File: src/rtl/vram_ctrl_pkg.sv
// rtl/vram_ctrl_pkg.sv - shared types, constants and clipping helpers for the sketch VRAM writer
//
// Purpose: common definitions for vram_sketch_controller and vram_rect_scanner.
//   vram_ctrl_state_t : job sequencer states
//   VRAM_ADDR_W       : VRAM address width for the default 240x320 panel
//   vram_rect_t       : inclusive pixel rectangle plus the linear address of its first row
//   ILI9341_color_t   : RGB565 pixel colour
//   touch_t           : touch report (valid, x, y)
package vram_ctrl_pkg;

    localparam int DISPLAY_W   = 240;
    localparam int DISPLAY_H   = 320;
    localparam int COORD_W     = 9;
    localparam int VRAM_ADDR_W = $clog2(DISPLAY_W * DISPLAY_H);

    typedef logic [15:0] ILI9341_color_t;

    typedef struct packed {
        logic               valid;
        logic [COORD_W-1:0] x;
        logic [COORD_W-1:0] y;
    } touch_t;

    typedef enum logic [1:0] {
        CLEAR,
        IDLE,
        CAPTURE,
        BRUSH
    } vram_ctrl_state_t;

    typedef struct packed {
        logic [COORD_W-1:0]     x0;
        logic [COORD_W-1:0]     x1;
        logic [COORD_W-1:0]     y0;
        logic [COORD_W-1:0]     y1;
        logic [VRAM_ADDR_W-1:0] row_base;
    } vram_rect_t;

    function automatic vram_rect_t full_rect(input int w, input int h);
        vram_rect_t rc;
        rc.x0       = '0;
        rc.x1       = COORD_W'(w - 1);
        rc.y0       = '0;
        rc.y1       = COORD_W'(h - 1);
        rc.row_base = '0;
        return rc;
    endfunction

    // Square of half-size r around (x,y), clipped to the screen. The low edge
    // uses a compare instead of a subtraction that could borrow; the high edge
    // is computed one bit wider so x+r cannot wrap before the clamp.
    function automatic vram_rect_t brush_rect(input logic [COORD_W-1:0] x,
                                              input logic [COORD_W-1:0] y,
                                              input int w, input int h, input int r);
        vram_rect_t       rc;
        logic [COORD_W:0] r_ext;
        logic [COORD_W:0] w_max;
        logic [COORD_W:0] h_max;
        logic [COORD_W:0] x_hi;
        logic [COORD_W:0] y_hi;
        r_ext       = (COORD_W + 1)'(r);
        w_max       = (COORD_W + 1)'(w - 1);
        h_max       = (COORD_W + 1)'(h - 1);
        x_hi        = {1'b0, x} + r_ext;
        y_hi        = {1'b0, y} + r_ext;
        rc.x0       = ({1'b0, x} >= r_ext) ? (x - r_ext[COORD_W-1:0]) : '0;
        rc.y0       = ({1'b0, y} >= r_ext) ? (y - r_ext[COORD_W-1:0]) : '0;
        rc.x1       = (x_hi > w_max) ? w_max[COORD_W-1:0] : x_hi[COORD_W-1:0];
        rc.y1       = (y_hi > h_max) ? h_max[COORD_W-1:0] : y_hi[COORD_W-1:0];
        rc.row_base = VRAM_ADDR_W'(rc.y0) * VRAM_ADDR_W'(w);
        return rc;
    endfunction

endpackage

File: src/rtl/vram_rect_scanner.sv
// rtl/vram_rect_scanner.sv - row-major rectangle write generator, one pixel per cycle
//
// Purpose: emits one registered VRAM write per cycle covering a rectangle.
//   clk_i, rst_i : clock, synchronous active-high reset (arms a full-screen clear)
//   start_i      : load rect_i/color_i and emit its first pixel at this clock edge
//   abort_i      : drop the job in progress (start_i in the same cycle still wins)
//   rect_i       : rectangle bounds and first-row base address
//   color_i      : data written to every pixel of the job
//   wr_ena_o, wr_addr_o, wr_data_o : registered write port
//   last_o       : high together with the final write of a job
module vram_rect_scanner
    import vram_ctrl_pkg::*;
#(
    parameter int             WIDTH       = DISPLAY_W,
    parameter int             HEIGHT      = DISPLAY_H,
    parameter ILI9341_color_t CLEAR_COLOR = 16'h0000
) (
    input  logic                   clk_i,
    input  logic                   rst_i,
    input  logic                   start_i,
    input  logic                   abort_i,
    input  vram_rect_t             rect_i,
    input  ILI9341_color_t         color_i,
    output logic                   wr_ena_o,
    output logic [VRAM_ADDR_W-1:0] wr_addr_o,
    output ILI9341_color_t         wr_data_o,
    output logic                   last_o
);

    logic                   active_q;
    logic [COORD_W-1:0]     x0_q, x1_q, y1_q, cx_q, cy_q;
    logic [VRAM_ADDR_W-1:0] base_q;
    ILI9341_color_t         color_q;
    logic                   wr_ena_q, last_q;
    logic [VRAM_ADDR_W-1:0] wr_addr_q;
    ILI9341_color_t         wr_data_q;

    logic                   go, end_row, end_rect, active_d;
    logic [COORD_W-1:0]     cur_x0, cur_x1, cur_y1, cur_x, cur_y, cx_d, cy_d;
    logic [VRAM_ADDR_W-1:0] cur_base, base_d, addr_d;
    ILI9341_color_t         cur_color;

    // The counters hold the next pixel to emit; a start overrides them so the
    // first pixel of a new job goes out on the very edge that sees start_i.
    always_comb begin
        go        = active_q & ~abort_i;
        cur_x0    = x0_q;
        cur_x1    = x1_q;
        cur_y1    = y1_q;
        cur_x     = cx_q;
        cur_y     = cy_q;
        cur_base  = base_q;
        cur_color = color_q;
        if (start_i) begin
            go        = 1'b1;
            cur_x0    = rect_i.x0;
            cur_x1    = rect_i.x1;
            cur_y1    = rect_i.y1;
            cur_x     = rect_i.x0;
            cur_y     = rect_i.y0;
            cur_base  = rect_i.row_base;
            cur_color = color_i;
        end
        end_row  = (cur_x == cur_x1);
        end_rect = end_row && (cur_y == cur_y1);
        cx_d     = end_row ? cur_x0 : cur_x + COORD_W'(1);
        cy_d     = end_row ? cur_y + COORD_W'(1) : cur_y;
        // Next row's base is one full line further on, so no multiply per row.
        base_d   = end_row ? cur_base + VRAM_ADDR_W'(WIDTH) : cur_base;
        active_d = go & ~end_rect;
        addr_d   = cur_base + VRAM_ADDR_W'(cur_x);
    end

    always_ff @(posedge clk_i) begin
        if (rst_i) begin
            active_q  <= 1'b1;
            x0_q      <= '0;
            x1_q      <= COORD_W'(WIDTH - 1);
            y1_q      <= COORD_W'(HEIGHT - 1);
            cx_q      <= '0;
            cy_q      <= '0;
            base_q    <= '0;
            color_q   <= CLEAR_COLOR;
            wr_ena_q  <= 1'b0;
            wr_addr_q <= '0;
            wr_data_q <= CLEAR_COLOR;
            last_q    <= 1'b0;
        end else begin
            active_q <= active_d;
            wr_ena_q <= go;
            last_q   <= go & end_rect;
            if (go) begin
                x0_q      <= cur_x0;
                x1_q      <= cur_x1;
                y1_q      <= cur_y1;
                cx_q      <= cx_d;
                cy_q      <= cy_d;
                base_q    <= base_d;
                color_q   <= cur_color;
                wr_addr_q <= addr_d;
                wr_data_q <= cur_color;
            end
        end
    end

    assign wr_ena_o  = wr_ena_q;
    assign wr_addr_o = wr_addr_q;
    assign wr_data_o = wr_data_q;
    assign last_o    = last_q;

endmodule

File: src/rtl/vram_sketch_controller.sv
// rtl/vram_sketch_controller.sv - sole VRAM writer: screen clear and clipped brush stamps
//
// Purpose: sequences full-screen clears and square brush stamps into the VRAM write port.
//   clk, rst     : clock, synchronous active-high reset (starts a clear)
//   clear_req    : level; starts or restarts a clear
//   touch        : touch report (valid, x, y)
//   draw_color   : brush colour, sampled when a stamp is accepted
//   vram_wr_ena, vram_wr_addr, vram_wr_data : registered VRAM write port
//   busy         : high in CLEAR, CAPTURE and BRUSH
//   clear_done   : one-cycle pulse after the last clear write
module vram_sketch_controller
    import vram_ctrl_pkg::*;
#(
    parameter int             DISPLAY_WIDTH  = 240,
    parameter int             DISPLAY_HEIGHT = 320,
    parameter int             VRAM_L         = DISPLAY_WIDTH * DISPLAY_HEIGHT,
    parameter int             BRUSH_R        = 2,
    parameter ILI9341_color_t CLEAR_COLOR    = 16'h0000
) (
    input  logic                      clk,
    input  logic                      rst,
    input  logic                      clear_req,
    input  touch_t                    touch,
    input  ILI9341_color_t            draw_color,
    output logic                      vram_wr_ena,
    output logic [$clog2(VRAM_L)-1:0] vram_wr_addr,
    output ILI9341_color_t            vram_wr_data,
    output logic                      busy,
    output logic                      clear_done
);

    vram_ctrl_state_t       state_q, state_d;
    logic [COORD_W-1:0]     pt_x_q, pt_y_q;
    logic                   released_q;
    ILI9341_color_t         color_q;
    vram_rect_t             rect_q;
    logic                   brush_go_q;
    logic                   clear_done_q;

    logic                   in_range, new_point, touch_ok;
    logic                   scan_start, scan_abort;
    vram_rect_t             scan_rect;
    ILI9341_color_t         scan_color;
    logic                   scan_ena, scan_last;
    logic [VRAM_ADDR_W-1:0] scan_addr;
    ILI9341_color_t         scan_data;

    // A held touch only re-stamps once it moves or has been lifted in between.
    always_comb begin
        in_range  = (touch.x < COORD_W'(DISPLAY_WIDTH)) && (touch.y < COORD_W'(DISPLAY_HEIGHT));
        new_point = (touch.x != pt_x_q) || (touch.y != pt_y_q) || released_q;
        touch_ok  = touch.valid && in_range && new_point;
    end

    always_ff @(posedge clk) begin
        if (rst) begin
            state_q <= CLEAR;
        end else begin
            state_q <= state_d;
        end
    end

    always_comb begin
        state_d = state_q;
        if (clear_req) begin
            state_d = CLEAR;
        end else begin
            case (state_q)
                CLEAR:   if (scan_last) state_d = IDLE;
                IDLE:    if (touch_ok)  state_d = CAPTURE;
                CAPTURE: state_d = BRUSH;
                BRUSH:   if (scan_last) state_d = IDLE;
                default: state_d = CLEAR;
            endcase
        end
    end

    // clear_req restarts the scanner directly, so address 0 is written on the
    // edge that samples the request, whatever job was running.
    always_comb begin
        busy       = (state_q != IDLE);
        scan_start = clear_req | brush_go_q;
        scan_abort = clear_req;
        scan_rect  = clear_req ? full_rect(DISPLAY_WIDTH, DISPLAY_HEIGHT) : rect_q;
        scan_color = clear_req ? CLEAR_COLOR : color_q;
    end

    always_ff @(posedge clk) begin
        if (rst) begin
            pt_x_q       <= '0;
            pt_y_q       <= '0;
            released_q   <= 1'b1;
            color_q      <= CLEAR_COLOR;
            rect_q       <= full_rect(DISPLAY_WIDTH, DISPLAY_HEIGHT);
            brush_go_q   <= 1'b0;
            clear_done_q <= 1'b0;
        end else begin
            clear_done_q <= (state_q == CLEAR) && scan_last && !clear_req;
            brush_go_q   <= (state_q == CAPTURE) && (state_d == BRUSH);
            if ((state_q == IDLE) && (state_d == CAPTURE)) begin
                pt_x_q     <= touch.x;
                pt_y_q     <= touch.y;
                color_q    <= draw_color;
                released_q <= 1'b0;
            end else if (!touch.valid) begin
                released_q <= 1'b1;
            end
            if (state_q == CAPTURE) begin
                rect_q <= brush_rect(pt_x_q, pt_y_q, DISPLAY_WIDTH, DISPLAY_HEIGHT, BRUSH_R);
            end
        end
    end

    vram_rect_scanner #(
        .WIDTH       (DISPLAY_WIDTH),
        .HEIGHT      (DISPLAY_HEIGHT),
        .CLEAR_COLOR (CLEAR_COLOR)
    ) u_scanner (
        .clk_i     (clk),
        .rst_i     (rst),
        .start_i   (scan_start),
        .abort_i   (scan_abort),
        .rect_i    (scan_rect),
        .color_i   (scan_color),
        .wr_ena_o  (scan_ena),
        .wr_addr_o (scan_addr),
        .wr_data_o (scan_data),
        .last_o    (scan_last)
    );

    assign vram_wr_ena  = scan_ena;
    assign vram_wr_addr = scan_addr;
    assign vram_wr_data = scan_data;
    assign clear_done   = clear_done_q;

endmodule

File: config.mk
export PLATFORM = sky130hd
export DESIGN_NAME = vram_sketch_controller
export DESIGN_NICKNAME = d
export VERILOG_FILES = /design/src/rtl/vram_ctrl_pkg.sv /design/src/rtl/vram_rect_scanner.sv /design/src/rtl/vram_sketch_controller.sv
export SDC_FILE = /design/constraint.sdc
export NUM_CORES = 1
export LEC_CHECK = 0
export ABC_AREA = 1
export ABC_CLOCK_PERIOD_IN_PS = 4000
export CAP_MARGIN = 20
export CORE_ASPECT_RATIO = 0.6
export CORE_MARGIN = 2
export CORE_UTILIZATION = 54
export CTS_BUF_LIST = sky130_fd_sc_hd__clkbuf_4 sky130_fd_sc_hd__clkbuf_8
export DETAILED_ROUTE_END_ITERATION = 12
export PLACE_DENSITY_LB_ADDON = 0.15
export SKIP_LAST_GASP = 1
export SYNTH_ARGS = -nofsm -noshare
export SYNTH_HDL_FRONTEND = slang
export SYNTH_SLANG_ARGS = --single-unit
File: constraint.sdc
create_clock -name clk -period 4 [get_ports clk]
set_clock_uncertainty 0.2 [all_clocks]
set_input_delay 1.2 -clock clk [delete_from_list [all_inputs] [get_ports clk]]
set_output_delay 1.2 -clock clk [all_outputs]
set_load 0.03 [all_outputs]
* After elaboration in Yosys (flattened, before gate mapping)
Cells that the tools add are included.
** Cells by class
- Add/subtract/negate cells :: 8
- $mul :: 1
- Order comparisons :: 6
- Equality and inequality tests :: 11
- Muxes and demuxes :: 22
- Bitwise operators :: 6
- Reductions and logical operators :: 14
** Operators by type and width (count)
- 2-to-1 mux 9 bit :: 11
- 2-to-1 mux 53 bit :: 1
- 2-to-1 mux 17 bit :: 2
- adder 9 x 2 -> 10 bit, second input constant :: 2
- adder 9 x 1 -> 9 bit, second input constant :: 2
- == test 9 bit :: 2
- greater-or-equal comparator 9 x 2 -> 1 bit, second input constant :: 2
- inequality test 9 bit :: 2
- subtractor 9 x 2 -> 9 bit, second input constant :: 2
- adder 17 x 8 -> 17 bit, second input constant :: 1
- adder 17 x 9 -> 17 bit :: 1
- 2-to-1 mux 16 bit :: 1
- multiplier 9 x 4 -> 13 bit, second input constant :: 1
- greater-than comparator 10 x 8 -> 1 bit, second input constant :: 1
- greater-than comparator 10 x 9 -> 1 bit, second input constant :: 1
- < comparator 9 x 8 -> 1 bit, second input constant :: 1
- < comparator 9 bit, second input constant :: 1
- == test 2 bit, second input constant :: 4
- logical AND 1 bit :: 8
- 2-to-1 mux 2 bit :: 3
- one-hot mux 2 bit (3 select lines) :: 1
- inequality test 2 x 1 -> 1 bit, second input constant :: 2
- AND 1 bit :: 3
- 2-to-1 mux 1 bit :: 3
- 8 further kinds :: 10
** Storage, ports and cells
- Flip-flop bits (word level) :: 186
- Input bits :: 38
- Output and inout port bits :: 36
- Word-level logic and storage cells :: 91

* Depth between registers and ports, before layout
Gate-level depths: netlist of the first run.
- Depth in word-level cells :: 10
- Depth in mapped cells :: 26
- Mapped depth without buffers :: 26

* Hierarchy
From an unflattened synthesis of the first run, not the netlist that was laid out.
** Second synthesis, totals
- Cell total of the unflattened synthesis :: 1765
- Area, all modules :: 11468.5 µm²
** Modules (own cells, without submodules)
- vram_rect_scanner :: instances 1, cells each 926, area an instance 5898.2 µm², sequential area each 1961.9 µm²
- vram_sketch_controller :: instances 1, cells each 839, area an instance 5570.3 µm², sequential area each 1741.7 µm²

* Worst setup path after synthesis of the first run
Ideal clock, no wire load.
- Path type :: register to register
- From :: register pt_y_q[1]
- To :: register rect_q[16] (netlist name)
- Setup time :: 0.116 ns
- Arrival :: 3.692 ns
- Required time :: 3.684 ns
- Setup slack :: -0.008 ns
- Cell stages (with the launch flop) :: 24
- Path buffers :: 0
- Period minus slack after synthesis :: 4.008 ns
- Path through :: dfxtp_1 inv_1 ha_1 nand3_1 nor2_1 inv_1 nor2_1 nand3_1 clkinv_1 nor3_1 inv_1 fa_1 inv_1 ha_1 ha_1 nand2_1 nor3_1 nand3_1 nand4_1 nand2_1 inv_1 o21ai_0 o211ai_1 inv_1
** On the way
- Longest elaborated chain between the ends :: 3
- Elaborated cells on any way between the ends :: 4
- Those cells by class :: add/sub: 1; mul: 1; order compare: 1; mux: 1
** RTL lines
- from (decl) :: line vram_sketch_controller.sv:33 : logic [COORD_W-1:0] pt_x_q, pt_y_q;
- from (signal assigned) :: line vram_sketch_controller.sv:102 : pt_y_q <= touch.y;
- subtractor 9 x 2 -> 9 bit / greater-or-equal comparator 9 x 2 -> 1 bit (equally long branches) :: line vram_ctrl_pkg.sv:67 : rc.y0 = ({1'b0, y} >= r_ext) ? (y - r_ext[COORD_W-1:0]) : '0;
- 2-to-1 mux 9 bit * :: line vram_ctrl_pkg.sv:67
- multiplier 9 x 4 -> 13 bit * :: line vram_ctrl_pkg.sv:70 : rc.row_base = VRAM_ADDR_W'(rc.y0) * VRAM_ADDR_W'(w);
- to (signal assigned) :: line vram_sketch_controller.sv:94 : rect_q <= full_rect(DISPLAY_WIDTH, DISPLAY_HEIGHT);
- to (signal assigned) :: line vram_sketch_controller.sv:109 : rect_q <= brush_rect(pt_x_q, pt_y_q, DISPLAY_WIDTH, DISPLAY_HEIGHT, BRUSH_R);
- to (decl) :: line vram_sketch_controller.sv:36 : vram_rect_t rect_q;
Every way passes the cells marked *; elsewhere a longest branch is shown, timed or not.
A chain may end at the register's enable or synchronous reset.

* Final worst setup path of the first run
- From :: register pt_y_q[2]
- To :: register rect_q[15] (netlist name)
The elaborated chain is that of the path after synthesis.

==> results.json, run 1 <==
{
  "status": "complete, no violations",
  "crit_arrival_ns": 4.10,
  "dr.pass1.iters": 8,
  "crit_fanout": 4,
  "dp_slack_ns": -0.298,
  "multi_input_area_um2": 6020,
  "ys_types": 44,
  "nNetsFinal": 1871,
  "synthXorXnorAreaFrac_pct": 4.19,
  "syn_nets": 1716,
  "synth-edff-count": 0,
  "drt_wl_total_um": 30400,
  "grt_first_pass_wirelength_um": 49500,
  "maxCapViolations": 0,
  "syn_area_um2": 10900,
  "initial_core_util_pct": 54.7,
  "setup_viol": 0,
  "antenna_found_initial": 0,
  "hold_violations": 0,
  "postSynthAreaPerCell_um2": 6.69,
  "avgViaCountPerCell": 5.25,
  "syn2layout_area_growth_pct": 22.0,
  "diodes": 0,
  "cp-start-kind": "flip-flop",
  "grt_max_degree": 70,
  "peakVddDrop_v": 0.000291,
  "synth_cells": 1626,
  "hp-class": "reg2reg",
  "drc": 0,
  "crit_path_end_kind": "flip-flop",
  "synth_ff_type": "dfxtp_1",
  "post-route-min-period_ns": 3.88,
  "numClockSinks": 185,
  "synth_compound_area_share_pct": 14.6,
  "synthMuxAreaShare_pct": 0,
  "worst-setup-path-type": "reg2reg",
  "period_share_pct": 97.0,
  "first_global_vias": 9951,
  "num_vias": 10800,
  "gp_congestion": 0.955,
  "clk_root_buffer_cell": "clkbuf_8",
  "max_stage_delay_ns": 0.54,
  "row_count": 40,
  "power_leakage_nw": 6.14,
  "drive_gt1_share_pct": 13.6,
  "core_um2": 19900,
  "cts_tree": "yes",
  "final_util_pct": 66.8,
  "fin_ws_ns": 0.120,
  "htree_levels": 4,
  "gr-usage-all-layers_pct": 28.9,
  "power.density_nw_per_um2": 250,
  "clk_pin_slew_ns": 0.10,
  "grt_overflow": 0,
  "synth-simple-area-share_pct": 27.6,
  "yosysWarningCount": 0,
  "seq_area_um2": 3700,
  "die_area_um2": 21300,
  "drtIter0Drc": 1189,
  "critPathRequiredTime_ns": 4.22,
  "tightest_slew_ns": 0.714,
  "hpwl_um": 22500,
  "report.final.slew_viol_count": 0,
  "seq_area_frac_synth_pct": 34.0,
  "clock_path_buffers": 2,
  "cp_cell_sequence": "inv_2 -> ha_4 -> nand3_4 -> nor2_2 -> inv_1 -> nor2_2 -> nand3_2 -> buf_6 -> inv_8 -> buf_6 -> a21oi_4 -> fa_1 -> fa_1 -> ha_4 -> nand2_4 -> nor3_4 -> nand3_1 -> nand4_1 -> a21oi_1 -> o21ai_1 -> o211ai_1 -> inv_1",
  "fmax_ghz": 0.258,
  "ys_seq_elements": 185,
  "cts_made_buffers": 17,
  "pin_count": 74,
  "slew-limit-headroom_pct": 52.4,
  "n_fill_cell": 1756,
  "dieHeight_um": 114,
  "synthArstFlopShare_pct": 0,
  "cpMaxStageDelayCell": "fa_1",
  "wire_per_inst_um": 14.7,
  "die_x_um": 187,
  "port_buffers": 73,
  "ant_nets": 0,
  "synth_top_family_by_area": "simple AND/OR/NAND/NOR gates",
  "clock_latency_ns": 0.49,
  "rsz0062_at_grt": "true",
  "synth-adder-area-share_pct": 6.95
}
registers in the layout (all words and copies together) (netlist names), 2 cells and up:
register / count
u_scanner.base_q: 17
u_scanner.cy_q: 9
u_scanner.cx_q: 9
rect_q: 48
pt_x_q: 9
u_scanner.wr_addr_o: 17
u_scanner.x0_q: 9
u_scanner.y1_q: 9
u_scanner.x1_q: 9
color_q: 16
pt_y_q: 9
state_q: 2
u_scanner.color_q: 16
cell families after synthesis:
family          after synthesis
compound gates              279
xor+xnor                     52
fa+ha+maj                    52
buf+inv                     334
flops                       185
simple gates                724
critical path, delay by kind of cell (launching register included):
family,cells,cell delay [ns]
adders and majority gates,4,1.50
and+or+nand+nor,8,0.91
buffers and inverters,6,0.53
DFF,1,0.34
AOI/OAI and AO/OA,4,0.33
layer usage:
layer	GRT usage, %	vias up	wire length [µm]
met5	0	-	0
met4	5.98	0	318
met3	6.62	30	2550
met2	42.7	373	12700
met1	42.8	5010	14900
li1	-	5433	-
cell type report:
class                           count  share of cell area (%)
Multi-Input combinational cell   1107                    45.4
Clock buffer                       20                    1.98
Sequential cell                   185                    27.9
Tap cell                          273                    2.57
Timing Repair inverter              1                  0.0849
Clock inverter                     12                    1.03
Timing Repair Buffer              209                    13.5
Inverter                          260                    7.53
synth_stat cells, types with 2 or more instances:
| library cell | instances | area, µm² |
|---|---|---|
| nand2_1 | 403 | 1510 |
| inv_1 | 255 | 957 |
| dfxtp_1 | 185 | 3700 |
| nor2_1 | 160 | 601 |
| nand3_1 | 116 | 581 |
| a21oi_1 | 91 | 455 |
| o21ai_0 | 82 | 410 |
| clkbuf_1 | 45 | 169 |
| xor2_1 | 43 | 377 |
| ha_1 | 38 | 475 |
| o22ai_1 | 30 | 188 |
| nor3_1 | 19 | 95.1 |
| o21ai_1 | 18 | 90.1 |
| a31oi_1 | 17 | 106 |
| buf_2 | 14 | 70.1 |
| fa_1 | 14 | 280 |
| o21ai_2 | 11 | 96.3 |
| o21bai_1 | 11 | 82.6 |
| xnor2_1 | 9 | 78.8 |
| buf_6 | 7 | 78.8 |
| nand4_1 | 7 | 43.8 |
| or2_2 | 7 | 43.8 |
| buf_1 | 4 | 15.0 |
| nor2_4 | 4 | 45.0 |
| o211ai_1 | 4 | 30.0 |
| a21boi_0 | 3 | 22.5 |
| buf_4 | 3 | 22.5 |
| nand2_2 | 3 | 18.8 |
| o221ai_1 | 3 | 26.3 |
| o31ai_1 | 3 | 22.5 |
| clkinv_1 | 2 | 7.51 |
| nand2_4 | 2 | 22.5 |
| o32ai_1 | 2 | 17.5 |
final timing paths:
check	startpoint	endpoint	slack, ns	cells after the start
max reg2reg	pt_y_q[2]	rect_q[15]	0.12	22
min reg2reg	u_scanner.base_q[2]	u_scanner.base_q[2]	0.25	2
min	u_scanner.base_q[2]	u_scanner.base_q[2]	0.25	2
max	pt_y_q[2]	rect_q[15]	0.12	22
cells in the final DEF, fill, tap and decap left out, types with 4 or more instances in the layout:
master,instances
xor2_1,42
ha_4,7
xnor2_1,9
nand3_1,114
nor2_2,7
o21bai_1,11
clkdlybuf4s50_1,71
dfxtp_1,184
a21oi_1,89
ha_1,30
o21ai_0,80
nand2_2,5
nor2_4,7
inv_1,249
o21ai_1,19
fa_1,13
o21ai_2,12
buf_4,131
nand4_1,7
nor3_1,15
nand2_1,400
clkbuf_8,18
a31oi_1,17
o211ai_1,4
inv_6,6
nor2_1,150
o22ai_1,30
inv_2,6
or2_2,7
metrics by stage:
step	TNS [ns]	instances	power, mW	area, µm²	hold WS, ns
after global routing	-0.145	2067	3.43	13300	0.266
after CTS	0	2063	3.34	13000	0.256
after floorplan	0	1626	1.97	10900	0.219
final	0	2067	3.32	13300	0.252
after detailed placement	-2.24	2028	2.05	12600	0.240
after global placement	-1.37	2028	2.05	12600	0.232
where the power goes:
group	total [mW]	switching [mW]	internal [mW]
logic	0.168	0.102	0.0666
registers	1.84	0.000918	1.84
clock network	1.31	0.718	0.593
repair_timing:
action | in CTS | in global routing
hold buffers | 0 | 0
pin swaps | 0 | 21
buffers inserted | 2 | 6
gates cloned | 1 | 0
setup endpoints to repair | 6 | 13
hold endpoints to repair | 0 | 0
resized for setup | 10 | 43
Note: power is estimated with default switching activity, not from simulation.
==> inputs of run 2 (changes only) <==
--- a/config.mk
+++ b/config.mk
@@ -17,4 +17,5 @@
 export SKIP_LAST_GASP = 1
 export SYNTH_ARGS = -nofsm -noshare
 export SYNTH_HDL_FRONTEND = slang
+export SYNTH_HIERARCHICAL = 1
 export SYNTH_SLANG_ARGS = --single-unit
==> run 2 against run 1 <==
Compared with the run above: final cell count grew 3.3%; highest routed layer unchanged; largest cell class unchanged; power grew 15%; area after synthesis grew 5.4%.
==> results.json, run 2 <==
{
  "first_global_vias": 10000,
  "ys_seq_elements": 185,
  "power.switching_mw": 1.10,
  "synthTopCellsByCount": "nand2_1, inv_1, nor2_1",
  "hold_buffers": 0,
  "gr-usage-all-layers_pct": 27.3,
  "final_common_cell": "nand2_1",
  "p_total_mw": 3.82,
  "avgViaCountPerCell": 5.21,
  "report.final.slew_viol_count": 0,
  "maxCapViolations": 0,
  "syn_area_um2": 11500,
  "yosysTopAreaCell": "dfxtp_1",
  "synth.most_common_cell": "nand2_1",
  "status": "complete, no violations",
  "crit_arrival_ns": 4.14,
  "syn2layout_area_growth_pct": 16.0,
  "cts_made_buffers": 17,
  "num_vias": 11100,
  "fin_ws_ns": 0.0491,
  "setup_viol": 0,
  "yosys-top-cells-area": "dfxtp_1, nand2_1, inv_1",
  "final_util_pct": 63.6,
  "peakVddDrop_v": 0.000217,
  "switching_share_pct": 28.8,
  "seq_area_frac_synth_pct": 32.3,
  "drt_wl_total_um": 30300,
  "wire_per_inst_um": 14.2,
  "stdcell_area_um2": 13300,
  "dp_slack_ns": -0.0590,
  "ant_nets": 0,
  "nNetsFinal": 1932,
  "p_seq_share_pct": 50.0,
  "ys_types": 43,
  "pin_count": 74,
  "largest_reg_flops": 48,
  "row_count": 41,
  "antenna_found_initial": 0,
  "layout_common_cells": "nand2_1, inv_1, nor2_1, dfxtp_1, nand3_1",
  "numClockSinks": 185,
  "gp_congestion": 0.958,
  "hp-class": "reg2reg",
  "htree_levels": 4,
  "hpwl_um": 21300,
  "grt_first_pass_wirelength_um": 49300,
  "period_share_pct": 98.8,
  "die_x_um": 192,
  "rsz0062_at_grt": "true",
  "cp-start-kind": "flip-flop",
  "drc": 0,
  "post-route-min-period_ns": 3.95,
  "crit_path_end_kind": "flip-flop",
  "n_fill_cell": 1957,
  "crit_fanout": 4,
  "p_int_mw": 2.72,
  "dpl_cell_area_um2": 12600,
  "clk_pin_slew_ns": 0.11,
  "pwr-share-clk_pct": 37.1,
  "slew-limit-headroom_pct": 55.7,
  "yosysTopAreaCellShare_pct": 32.3,
  "postSynthAreaPerCell_um2": 6.50,
  "grt_overflow": 0,
  "dieHeight_um": 117,
  "p_comb_share_pct": 12.9,
  "initial_core_util_pct": 54.8,
  "yosysWarningCount": 6,
  "drive_gt1_share_pct": 11.5,
  "synth_cells": 1765,
  "hold_violations": 0,
  "worst-setup-path-type": "reg2reg",
  "diodes": 0,
  "clock_latency_ns": 0.48,
  "core_um2": 20900,
  "power.density_nw_per_um2": 287,
  "clk_root_buffer_cell": "clkbuf_8",
  "tightest_slew_ns": 0.665,
  "cts_tree": "yes",
  "synthArstFlopShare_pct": 0,
  "largest-register": "rect_q",
  "synth_ff_type": "dfxtp_1",
  "seq_area_um2": 3710,
  "fmax_ghz": 0.253,
  "critPathRequiredTime_ns": 4.19,
  "drtIter0Drc": 868,
  "whs_ns": 0.254,
  "power_leakage_nw": 6.38,
  "grt_max_degree": 70,
  "synth-edff-count": 0,
  "dr.pass1.iters": 5,
  "die_area_um2": 22500,
  "multi_input_area_um2": 6500,
  "clock_path_buffers": 2,
  "port_buffers": 73
}
-- run 2: per-layer routing --
layer  global-route usage [%]  part of all wire (%)  up-vias
met3                     5.43                   6.9       46
li1                         -                     -     5644
met2                     40.9                    42      361
met4                     6.01                   1.2        0
met1                     40.6                    50     5066
met5                        0                     0        -
-- run 2: through the flow --
step,TNS [ns],cells
floorplan,0,1768
global placement,0,2096
detailed placement,-0.0950,2096
CTS,-0.00516,2129
global route,-0.436,2135
finish,0,2135
-- run 2: path summary, 6_finish.rpt --
path / startpoint / to / depth (start not counted) / slack [ns]
hold / removal: rect_q[43] / rect_q[43] / 2 / 0.25
setup reg to reg: pt_y_q[2] / rect_q[15] / 22 / 0.05
hold reg to reg: rect_q[43] / rect_q[43] / 2 / 0.25
setup / recovery: pt_y_q[2] / rect_q[15] / 22 / 0.05
-- run 2: cell type report --
| class | count | area share [%] |
|---|---|---|
| multi-input cells | 1223 | 48.9 |
| flip-flops and latches | 185 | 27.9 |
| repair buffers | 137 | 9.37 |
| inverters | 279 | 7.94 |
| well taps | 279 | 2.62 |
| clock buffers | 17 | 1.76 |
| clock inverters | 15 | 1.58 |
-- run 2: power by group through the flow --
| stage | combinational, mW | sequential (mW) | clock [mW] |
|---|---|---|---|
| after CTS | 0.488 | 1.91 | 1.44 |
| after detailed placement | 0.485 | 1.95 | 0 |
| after global placement | 0.480 | 1.95 | 0 |
| after global routing | 0.545 | 1.92 | 1.53 |
| final | 0.492 | 1.91 | 1.42 |
| after floorplan | 0.285 | 1.99 | 0 |
-- run 2: kinds of logic after synthesis --
group | Yosys count | share of synthesized area [%]
AND/OR/NAND/NOR | 859 | 31.6
buffers and inverters | 360 | 13.3
AO/OA/AOI/OAI | 259 | 12.5
flip-flops | 185 | 32.3
adder cells (fa/ha/maj) | 51 | 6.48
XOR/XNOR | 50 | 3.82
other | 1 | 0.0327
-- run 2: critical path, stage by stage, from the launching register on --
cell      delay [ns]
dfxtp_2         0.34
inv_2           0.08
ha_4            0.14
nand3_2         0.09
nor3_2          0.17
inv_1           0.08
nor2_2          0.14
nand3_2         0.12
buf_6           0.16
nand2_4         0.08
inv_2           0.07
fa_2            0.57
fa_2            0.48
ha_4            0.26
nand2_2         0.07
nor2_2          0.05
buf_4           0.13
nand3_1         0.07
nand4_1         0.14
a21oi_1         0.19
o21ai_1         0.09
o211ai_1        0.08
inv_1           0.05
-- run 2: what timing repair did --
item / 4_1_cts / 5_1_grt
endpoints found under the setup margin: 3 / 7
buffers inserted: 1 / 7
pin swaps: 1 / 26
gates resized for setup: 7 / 53
==> inputs of run 3 (changes only) <==
--- a/config.mk
+++ b/config.mk
@@ -12,6 +12,7 @@
 export CORE_MARGIN = 2
 export CORE_UTILIZATION = 54
 export CTS_BUF_LIST = sky130_fd_sc_hd__clkbuf_4 sky130_fd_sc_hd__clkbuf_8
+export CTS_CLUSTER_SIZE = 30
 export DETAILED_ROUTE_END_ITERATION = 12
 export PLACE_DENSITY_LB_ADDON = 0.15
 export SKIP_LAST_GASP = 1
==> results of run 3 <==
No change in the layout: final DEF, timing and power equal those of run 2.
